**config.mk**
```make
export PLATFORM = sky130hd
export DESIGN_NAME = dot_update_sequencer_flat
export DESIGN_NICKNAME = d
export VERILOG_FILES = /design/src/rtl/dot_pkg.sv /design/src/rtl/dot_update_sequencer_if.sv /design/src/rtl/dot_shadow_ram.sv /design/src/rtl/dot_update_sequencer.sv /design/src/flat_wrapper.sv
export SDC_FILE = /design/constraint.sdc
export NUM_CORES = 1
export LEC_CHECK = 0
export CAP_MARGIN = 20
export CORE_MARGIN = 2
export CORE_UTILIZATION = 40
export CTS_CLUSTER_SIZE = 25
export DETAILED_ROUTE_END_ITERATION = 16
export PLACE_DENSITY_LB_ADDON = 0.12
export REMOVE_ABC_BUFFERS = 1
export SETUP_SLACK_MARGIN = 0.4
export SLEW_MARGIN = 25
export SYNTH_ARGS = -nofsm -noshare
export SYNTH_HDL_FRONTEND = slang
export SYNTH_SLANG_ARGS = --single-unit
export TNS_END_PERCENT = 20
```
**constraint.sdc**
```tcl
create_clock -name clk -period 5.3 [get_ports clk]
set_input_delay 1.06 -clock clk [delete_from_list [all_inputs] [get_ports clk]]
set_output_delay 1.06 -clock clk [all_outputs]
set_load 0.02 [all_outputs]
```
**src/rtl/dot_pkg.sv**
```systemverilog
// Shared definitions for the dot-position update path: default geometry,
// beat hold length, sequencer state encoding and the coordinate clamp helper.
package dot_pkg;

    localparam int NUM_DOTS    = 10;
    localparam int HOLD_CYCLES = 4;
    localparam int WIDTH       = 640;
    localparam int HEIGHT      = 480;
    localparam int X_W         = 10;
    localparam int Y_W         = 9;

    typedef enum logic [2:0] {
        ST_IDLE   = 3'd0,
        ST_SCAN   = 3'd1,
        ST_SEND_X = 3'd2,
        ST_SEND_Y = 3'd3,
        ST_DONE   = 3'd4
    } dot_state_e;

    // Saturate a full-width coordinate to lim-1; callers keep the low bits.
    function automatic logic [15:0] clamp_coord(input logic [31:0] v, input logic [31:0] lim);
        return (v >= lim) ? 16'(lim - 32'd1) : v[15:0];
    endfunction

endpackage

```
**src/rtl/dot_update_sequencer_if.sv**
```systemverilog
// Processor-side write/frame signals plus the VGA dot-port beat outputs.
// The sequencer is the slave of the processor and drives the dot port.
interface dot_update_sequencer_if;
    logic        procWren;
    logic [31:0] procID;
    logic [31:0] procX;
    logic [31:0] procY;
    logic        screenEnd;
    logic        dotWren;
    logic        is_Yloc;
    logic [31:0] dotID;
    logic [31:0] dotLoc;
    logic        busy;
    logic        frameDone;

    modport master (
        output procWren, procID, procX, procY, screenEnd,
        input  dotWren, is_Yloc, dotID, dotLoc, busy, frameDone
    );

    modport slave (
        input  procWren, procID, procX, procY, screenEnd,
        output dotWren, is_Yloc, dotID, dotLoc, busy, frameDone
    );
endinterface

```
**src/rtl/dot_shadow_ram.sv**
```systemverilog
// Shadow copy of every dot position with a per-entry dirty flag.
// One clamped write port from the processor, one combinational read port
// addressed by the sequencer; a processor write beats a same-cycle clear.
module dot_shadow_ram #(
    parameter int N      = dot_pkg::NUM_DOTS,
    parameter int IDW    = $clog2(dot_pkg::NUM_DOTS),
    parameter int WIDTH  = dot_pkg::WIDTH,
    parameter int HEIGHT = dot_pkg::HEIGHT
) (
    input  logic                     clk,
    input  logic                     rst_n,
    input  logic                     wr_en_i,
    input  logic [31:0]              wr_id_i,
    input  logic [31:0]              wr_x_i,
    input  logic [31:0]              wr_y_i,
    input  logic [IDW-1:0]           rd_idx_i,
    input  logic                     clr_i,
    output logic [dot_pkg::X_W-1:0]  rd_x_o,
    output logic [dot_pkg::Y_W-1:0]  rd_y_o,
    output logic                     rd_dirty_o
);
    import dot_pkg::*;

    logic [X_W-1:0] x_q [N];
    logic [Y_W-1:0] y_q [N];
    logic [N-1:0]   dirty_q;
    logic [N-1:0]   dirty_d;
    logic           wr_hit_s;
    logic [X_W-1:0] x_clamp_s;
    logic [Y_W-1:0] y_clamp_s;

    assign wr_hit_s  = wr_en_i && (wr_id_i < 32'(N));
    assign x_clamp_s = X_W'(clamp_coord(wr_x_i, 32'(WIDTH)));
    assign y_clamp_s = Y_W'(clamp_coord(wr_y_i, 32'(HEIGHT)));

    assign rd_x_o     = x_q[rd_idx_i];
    assign rd_y_o     = y_q[rd_idx_i];
    assign rd_dirty_o = dirty_q[rd_idx_i];

    // Dirty update: new processor write sets, sequencer latch clears, write wins.
    always_comb begin
        dirty_d = dirty_q;
        for (int i = 0; i < N; i++) begin
            if (wr_hit_s && (wr_id_i == 32'(i))) begin
                dirty_d[i] = 1'b1;
            end else if (clr_i && (rd_idx_i == IDW'(i))) begin
                dirty_d[i] = 1'b0;
            end else begin
                dirty_d[i] = dirty_q[i];
            end
        end
    end

    // Coordinate storage and dirty mask registers.
    always_ff @(posedge clk or negedge rst_n) begin
        if (!rst_n) begin
            dirty_q <= '0;
            for (int i = 0; i < N; i++) begin
                x_q[i] <= '0;
                y_q[i] <= '0;
            end
        end else begin
            dirty_q <= dirty_d;
            for (int i = 0; i < N; i++) begin
                if (wr_hit_s && (wr_id_i == 32'(i))) begin
                    x_q[i] <= x_clamp_s;
                    y_q[i] <= y_clamp_s;
                end
            end
        end
    end
endmodule

```
**src/rtl/dot_update_sequencer.sv**
```systemverilog
// Frame-boundary sweeper: on each screenEnd rise it walks the shadow buffer
// and emits an X beat then a Y beat per dirty dot, each held HOLD_CYCLES
// clocks so the slower pixel-clock domain samples it. One extra request that
// arrives mid-sweep is remembered and replayed as soon as the sweep ends.
module dot_update_sequencer #(
    parameter int NUM_DOTS    = dot_pkg::NUM_DOTS,
    parameter int HOLD_CYCLES = dot_pkg::HOLD_CYCLES,
    parameter int WIDTH       = dot_pkg::WIDTH,
    parameter int HEIGHT      = dot_pkg::HEIGHT,
    parameter int ID_W        = $clog2(NUM_DOTS)
) (
    input logic                   clk,
    input logic                   reset,
    dot_update_sequencer_if.slave bus
);
    import dot_pkg::*;

    localparam int              HW        = $clog2(HOLD_CYCLES + 1);
    localparam logic [ID_W-1:0] LAST_IDX  = ID_W'(NUM_DOTS - 1);
    localparam logic [HW-1:0]   HOLD_LOAD = HW'(HOLD_CYCLES - 1);

    dot_state_e      state_q, state_d;
    logic [ID_W-1:0] idx_q, idx_d;
    logic [HW-1:0]   hold_q, hold_d;
    logic            pending_q, pending_d;
    logic [Y_W-1:0]  y_hold_q, y_hold_d;
    logic            se_q, se_prev_q;
    logic            dot_wren_q, dot_wren_d;
    logic            is_y_q, is_y_d;
    logic [31:0]     dot_id_q, dot_id_d;
    logic [31:0]     dot_loc_q, dot_loc_d;
    logic            busy_q;
    logic            frame_done_q, frame_done_d;
    logic            rise_s;
    logic            clr_s;
    logic [X_W-1:0]  rd_x_s;
    logic [Y_W-1:0]  rd_y_s;
    logic            rd_dirty_s;

    dot_shadow_ram #(
        .N      (NUM_DOTS),
        .IDW    (ID_W),
        .WIDTH  (WIDTH),
        .HEIGHT (HEIGHT)
    ) u_shadow (
        .clk        (clk),
        .rst_n      (reset),
        .wr_en_i    (bus.procWren),
        .wr_id_i    (bus.procID),
        .wr_x_i     (bus.procX),
        .wr_y_i     (bus.procY),
        .rd_idx_i   (idx_q),
        .clr_i      (clr_s),
        .rd_x_o     (rd_x_s),
        .rd_y_o     (rd_y_s),
        .rd_dirty_o (rd_dirty_s)
    );

    assign rise_s = se_q && !se_prev_q;

    // Next-state, sweep bookkeeping and registered-output values.
    always_comb begin
        state_d      = state_q;
        idx_d        = idx_q;
        hold_d       = hold_q;
        y_hold_d     = y_hold_q;
        clr_s        = 1'b0;
        dot_wren_d   = 1'b0;
        is_y_d       = 1'b0;
        dot_id_d     = dot_id_q;
        dot_loc_d    = dot_loc_q;
        frame_done_d = 1'b0;
        if (rise_s && (state_q != ST_IDLE) && (state_q != ST_DONE)) begin
            pending_d = 1'b1;
        end else begin
            pending_d = pending_q;
        end
        case (state_q)
            ST_IDLE: begin
                if (rise_s || pending_q) begin
                    state_d   = ST_SCAN;
                    idx_d     = '0;
                    pending_d = 1'b0;
                end else begin
                    state_d = ST_IDLE;
                end
            end
            ST_SCAN: begin
                if (rd_dirty_s) begin
                    clr_s      = 1'b1;
                    y_hold_d   = rd_y_s;
                    dot_id_d   = 32'(idx_q);
                    dot_loc_d  = 32'(rd_x_s);
                    dot_wren_d = 1'b1;
                    hold_d     = HOLD_LOAD;
                    state_d    = ST_SEND_X;
                end else if (idx_q == LAST_IDX) begin
                    frame_done_d = 1'b1;
                    state_d      = ST_DONE;
                end else begin
                    idx_d = idx_q + ID_W'(1);
                end
            end
            ST_SEND_X: begin
                dot_wren_d = 1'b1;
                if (hold_q == '0) begin
                    is_y_d    = 1'b1;
                    dot_loc_d = 32'(y_hold_q);
                    hold_d    = HOLD_LOAD;
                    state_d   = ST_SEND_Y;
                end else begin
                    hold_d = hold_q - HW'(1);
                end
            end
            ST_SEND_Y: begin
                if (hold_q != '0) begin
                    dot_wren_d = 1'b1;
                    is_y_d     = 1'b1;
                    hold_d     = hold_q - HW'(1);
                end else if (idx_q == LAST_IDX) begin
                    frame_done_d = 1'b1;
                    state_d      = ST_DONE;
                end else begin
                    idx_d   = idx_q + ID_W'(1);
                    state_d = ST_SCAN;
                end
            end
            ST_DONE: begin
                if (pending_q || rise_s) begin
                    pending_d = 1'b0;
                    idx_d     = '0;
                    state_d   = ST_SCAN;
                end else begin
                    state_d = ST_IDLE;
                end
            end
            default: begin
                state_d = ST_IDLE;
            end
        endcase
    end

    // State, edge detector and output registers; reset drops outputs at once.
    always_ff @(posedge clk or negedge reset) begin
        if (!reset) begin
            state_q      <= ST_IDLE;
            idx_q        <= '0;
            hold_q       <= '0;
            pending_q    <= 1'b0;
            y_hold_q     <= '0;
            se_q         <= 1'b0;
            se_prev_q    <= 1'b0;
            dot_wren_q   <= 1'b0;
            is_y_q       <= 1'b0;
            dot_id_q     <= '0;
            dot_loc_q    <= '0;
            busy_q       <= 1'b0;
            frame_done_q <= 1'b0;
        end else begin
            state_q      <= state_d;
            idx_q        <= idx_d;
            hold_q       <= hold_d;
            pending_q    <= pending_d;
            y_hold_q     <= y_hold_d;
            se_q         <= bus.screenEnd;
            se_prev_q    <= se_q;
            dot_wren_q   <= dot_wren_d;
            is_y_q       <= is_y_d;
            dot_id_q     <= dot_id_d;
            dot_loc_q    <= dot_loc_d;
            busy_q       <= (state_d != ST_IDLE);
            frame_done_q <= frame_done_d;
        end
    end

    assign bus.dotWren   = dot_wren_q;
    assign bus.is_Yloc   = is_y_q;
    assign bus.dotID     = dot_id_q;
    assign bus.dotLoc    = dot_loc_q;
    assign bus.busy      = busy_q;
    assign bus.frameDone = frame_done_q;
endmodule

```
**src/flat_wrapper.sv**
```systemverilog
// flat-port wrapper written by rule: the top's interface ports become plain ports
module dot_update_sequencer_flat import dot_pkg::*;
#(
    parameter int NUM_DOTS    = dot_pkg::NUM_DOTS,
    parameter int HOLD_CYCLES = dot_pkg::HOLD_CYCLES,
    parameter int WIDTH       = dot_pkg::WIDTH,
    parameter int HEIGHT      = dot_pkg::HEIGHT,
    parameter int ID_W        = $clog2(NUM_DOTS)
)
  (clk, reset, bus_procWren, bus_procID, bus_procX, bus_procY, bus_screenEnd, bus_dotWren, bus_is_Yloc, bus_dotID, bus_dotLoc, bus_busy, bus_frameDone);
  dot_update_sequencer_if bus_i ();
  input logic clk;
  input logic reset;
  input wire logic [$bits(bus_i.procWren)-1:0] bus_procWren;
  input wire logic [$bits(bus_i.procID)-1:0] bus_procID;
  input wire logic [$bits(bus_i.procX)-1:0] bus_procX;
  input wire logic [$bits(bus_i.procY)-1:0] bus_procY;
  input wire logic [$bits(bus_i.screenEnd)-1:0] bus_screenEnd;
  output wire logic [$bits(bus_i.dotWren)-1:0] bus_dotWren;
  output wire logic [$bits(bus_i.is_Yloc)-1:0] bus_is_Yloc;
  output wire logic [$bits(bus_i.dotID)-1:0] bus_dotID;
  output wire logic [$bits(bus_i.dotLoc)-1:0] bus_dotLoc;
  output wire logic [$bits(bus_i.busy)-1:0] bus_busy;
  output wire logic [$bits(bus_i.frameDone)-1:0] bus_frameDone;
  assign bus_i.procWren = bus_procWren;
  assign bus_i.procID = bus_procID;
  assign bus_i.procX = bus_procX;
  assign bus_i.procY = bus_procY;
  assign bus_i.screenEnd = bus_screenEnd;
  assign bus_dotWren = bus_i.dotWren;
  assign bus_is_Yloc = bus_i.is_Yloc;
  assign bus_dotID = bus_i.dotID;
  assign bus_dotLoc = bus_i.dotLoc;
  assign bus_busy = bus_i.busy;
  assign bus_frameDone = bus_i.frameDone;
  dot_update_sequencer #(.NUM_DOTS(NUM_DOTS), .HOLD_CYCLES(HOLD_CYCLES), .WIDTH(WIDTH), .HEIGHT(HEIGHT), .ID_W(ID_W)) u_core (.clk(clk), .reset(reset), .bus(bus_i));
endmodule
```
==> out/metrics.cfg <==
[timing]
finalSetupViolations = 0
max_freq_ghz = 0.316
finalHoldViolCount = 0
fin_crit_sh_pct = 59.7
rsz0062_at_grt = no
setup_slack_ps = 2140
slew_headroom_pct = 29.8
drv_slew = 0
holdWs_ps = 370
tightest_slew_ps = 1050
post-route-min-period_ps = 3160
tns_ps = 0
finClkSkew_ps = 9.10

[floorplanning]
die_area_mm2 = 0.0296
row_count = 61
core_area_mm2 = 0.0278
ios = 168
start_util_pct = 40.6
die_h_um = 172
die_w_um = 172

[grt]
antenna_found_initial = 0
gr-total-overflow = 0
grt_max_degree = 132
grt_pass1_vias = 8538
grtUsageTotal_pct = 20.8
grt_first_pass_wirelength_um = 48200

[yosys]
yosys.area_share.adder_pct = 0.665
syn_area_mm2 = 0.0113
avgSynthCellArea_um2 = 10.2
synth_top_cell_by_area = dfrtp_1
synth_compound_area_share_pct = 18.4
muxShareOfSynthArea_pct = 11.2
yosysUniqueCellTypes = 52
synthFlopType = dfrtp_1
netlist_instances = 1102
synth-async-reset-ratio_pct = 100
yosys-top-cells-area = dfrtp_1, o21ai_0, mux4_2
synth_edf_count = 0
synth_top_area_share_pct = 53.2
synth_common_cells = o21ai_0, dfrtp_1, nand2_1
ys_warn_count = 0
synth_most_common_cell = o21ai_0
synth_top_family_by_area = compound AO/OA/AOI/OAI gates
synth-simple-area-share_pct = 9.73
ys_seq_area_share_pct = 53.2
synth_xor_xnor_area_share_pct = 0.155
synth-seq-cells = 240

[cts]
post_cts_buffers = 0
cts_buffers = 26
cts.repair.resized = 0
insertion_delay_ps = 530
tritoncts = done
htreeDepth = 1
root_buffer = clkbuf_16
clkSinkCount = 240
cts_buffer_depth = 3
cts_hold_buf = 0
clkSlewWorstSetupHoldPaths_ps = 60

[route]
antenna_left = 0
wl_um = 30100
viasPerCell = 5.43
detail_route.wl_per_cell_um = 19.0
first_iter_violations = 687
dr_total_vias = 8608
drc = 0
first_pass_iters = 5

[worst_setup_path]
criticalPathCategory = reg2reg
cp-start-kind = register
worstPathArrival_ps = 3540
critPathMaxFanout = 18
cp-end-kind = register
rr_startpoint = u_core.idx_q[2]
worstSetupStartpoint = u_core.idx_q[2]
crit_end = u_core.y_hold_q[6]
r2r_slack_ps = 2140
crit-reg2reg-capture = u_core.y_hold_q[6]
required_ps = 5680
r2r.worst_path.cells = 5

[finish]
fill_cells = 2656
fin_nets = 1294
n_antenna_cell = 0
drive_gt1_share_pct = 10.9
area_growth_pct = 19.3
final-seq-area_mm2 = 0.00601
multi_input_area_mm2 = 0.00475

[placed_design]
port-buffer-count = 117
dpl.hpwl_um = 18300
dp_slack_ps = 1630
place.gp.congestion = 0.727

[worst_hold_path]
min_delay_path_depth = 0
hp-class = reg2reg

[power]
p_leak_nw = 5.77
powerDensity_mw_per_mm2 = 366
p_total_mw = 4.93
irDropWorstVdd_v = 0.000237

[status]
run_status = finished clean

[run]
drv_cap = 0

[cell usage in the layout (no fill, tap or decap), types with 9 or more instances in the layout]
cell type / instances
nand4_1: 9
clkdlybuf4s50_1: 116
a21oi_1: 11
buf_4: 21
nor2_1: 14
mux4_2: 39
nor4_1: 14
o21ai_0: 358
dfrtp_1: 238
inv_1: 10
conb_1: 50
nand2_1: 140
o221ai_1: 10
clkbuf_16: 27
nor3_1: 14
mux2i_1: 30
[logic make-up after synthesis]
kind of cell,count (synthesis)
multiplexers,76
AO/OA/AOI/OAI,397
adder cells (fa/ha/maj),6
AND/OR/NAND/NOR,238
flip-flops,240
other,1
buffers and inverters,142
XOR/XNOR,2
[critical path: stages (launching register included)]
cell and delay (ps):
dfrtp_1 450, clkinv_1 720, nand3_1 1140, o21ai_0 290
a21oi_1 300, o21ai_0 120
[metrics by stage]
stage / area [um^2] / utilization, % / std cells
finish: 13500 / 48.5 / 1586
global route: 13500 / 48.5 / 1586
CTS: 13500 / 48.5 / 1586
detailed placement: 12600 / 45.4 / 1538
global placement: 12600 / 45.4 / 1538
floorplan: 10800 / - / 1021
[area by class of cell]
class,count,share of cell area (%)
Sequential cell,240,44.6
Multi-Input combinational cell,769,35.3
Timing Repair Buffer,139,10.0
Clock buffer,40,5.90
Tap cell,378,3.51
Clock inverter,8,0.334
Inverter,12,0.334
[layer usage]
layer  vias up  wire length (um)  track usage (%)
met2       276             13700             33.4
met5         -                 0                0
li1       4018                 -                -
met4         0               578             4.46
met3        43              1540             2.43
met1      4271             14200             30.6
[report_power, final]
part	switching [mW]	total, mW	internal (mW)
clock	0.737	1.77	1.03
combinational	0.662	1.13	0.467
sequential	0.0989	2.04	1.94
[flip-flops by register name, indices dropped and copies added, names as in the netlist, 3 cells and up]
register and count:
u_core.y_hold_q 9, u_core.u_shadow.y_q 90, u_core.idx_q 4, u_core.hold_q 3
u_core.u_shadow.dirty_q 10, u_core.u_shadow.x_q 100, u_core.bus.dotLoc 10, u_core.bus.dotID 4
u_core.state_q 3
[worst min path at each step]
stage | slack (ps) | start | to
floorplan | 350 | u_core.se_q | u_core.se_prev_q
global placement | 350 | u_core.se_q | u_core.se_prev_q
detailed placement | 360 | u_core.se_q | u_core.se_prev_q
CTS | 370 | u_core.se_q | u_core.se_prev_q
global route | 380 | u_core.se_q | u_core.se_prev_q
finish | 370 | u_core.se_q | u_core.se_prev_q
Note: power is estimated with default switching activity, not from simulation.
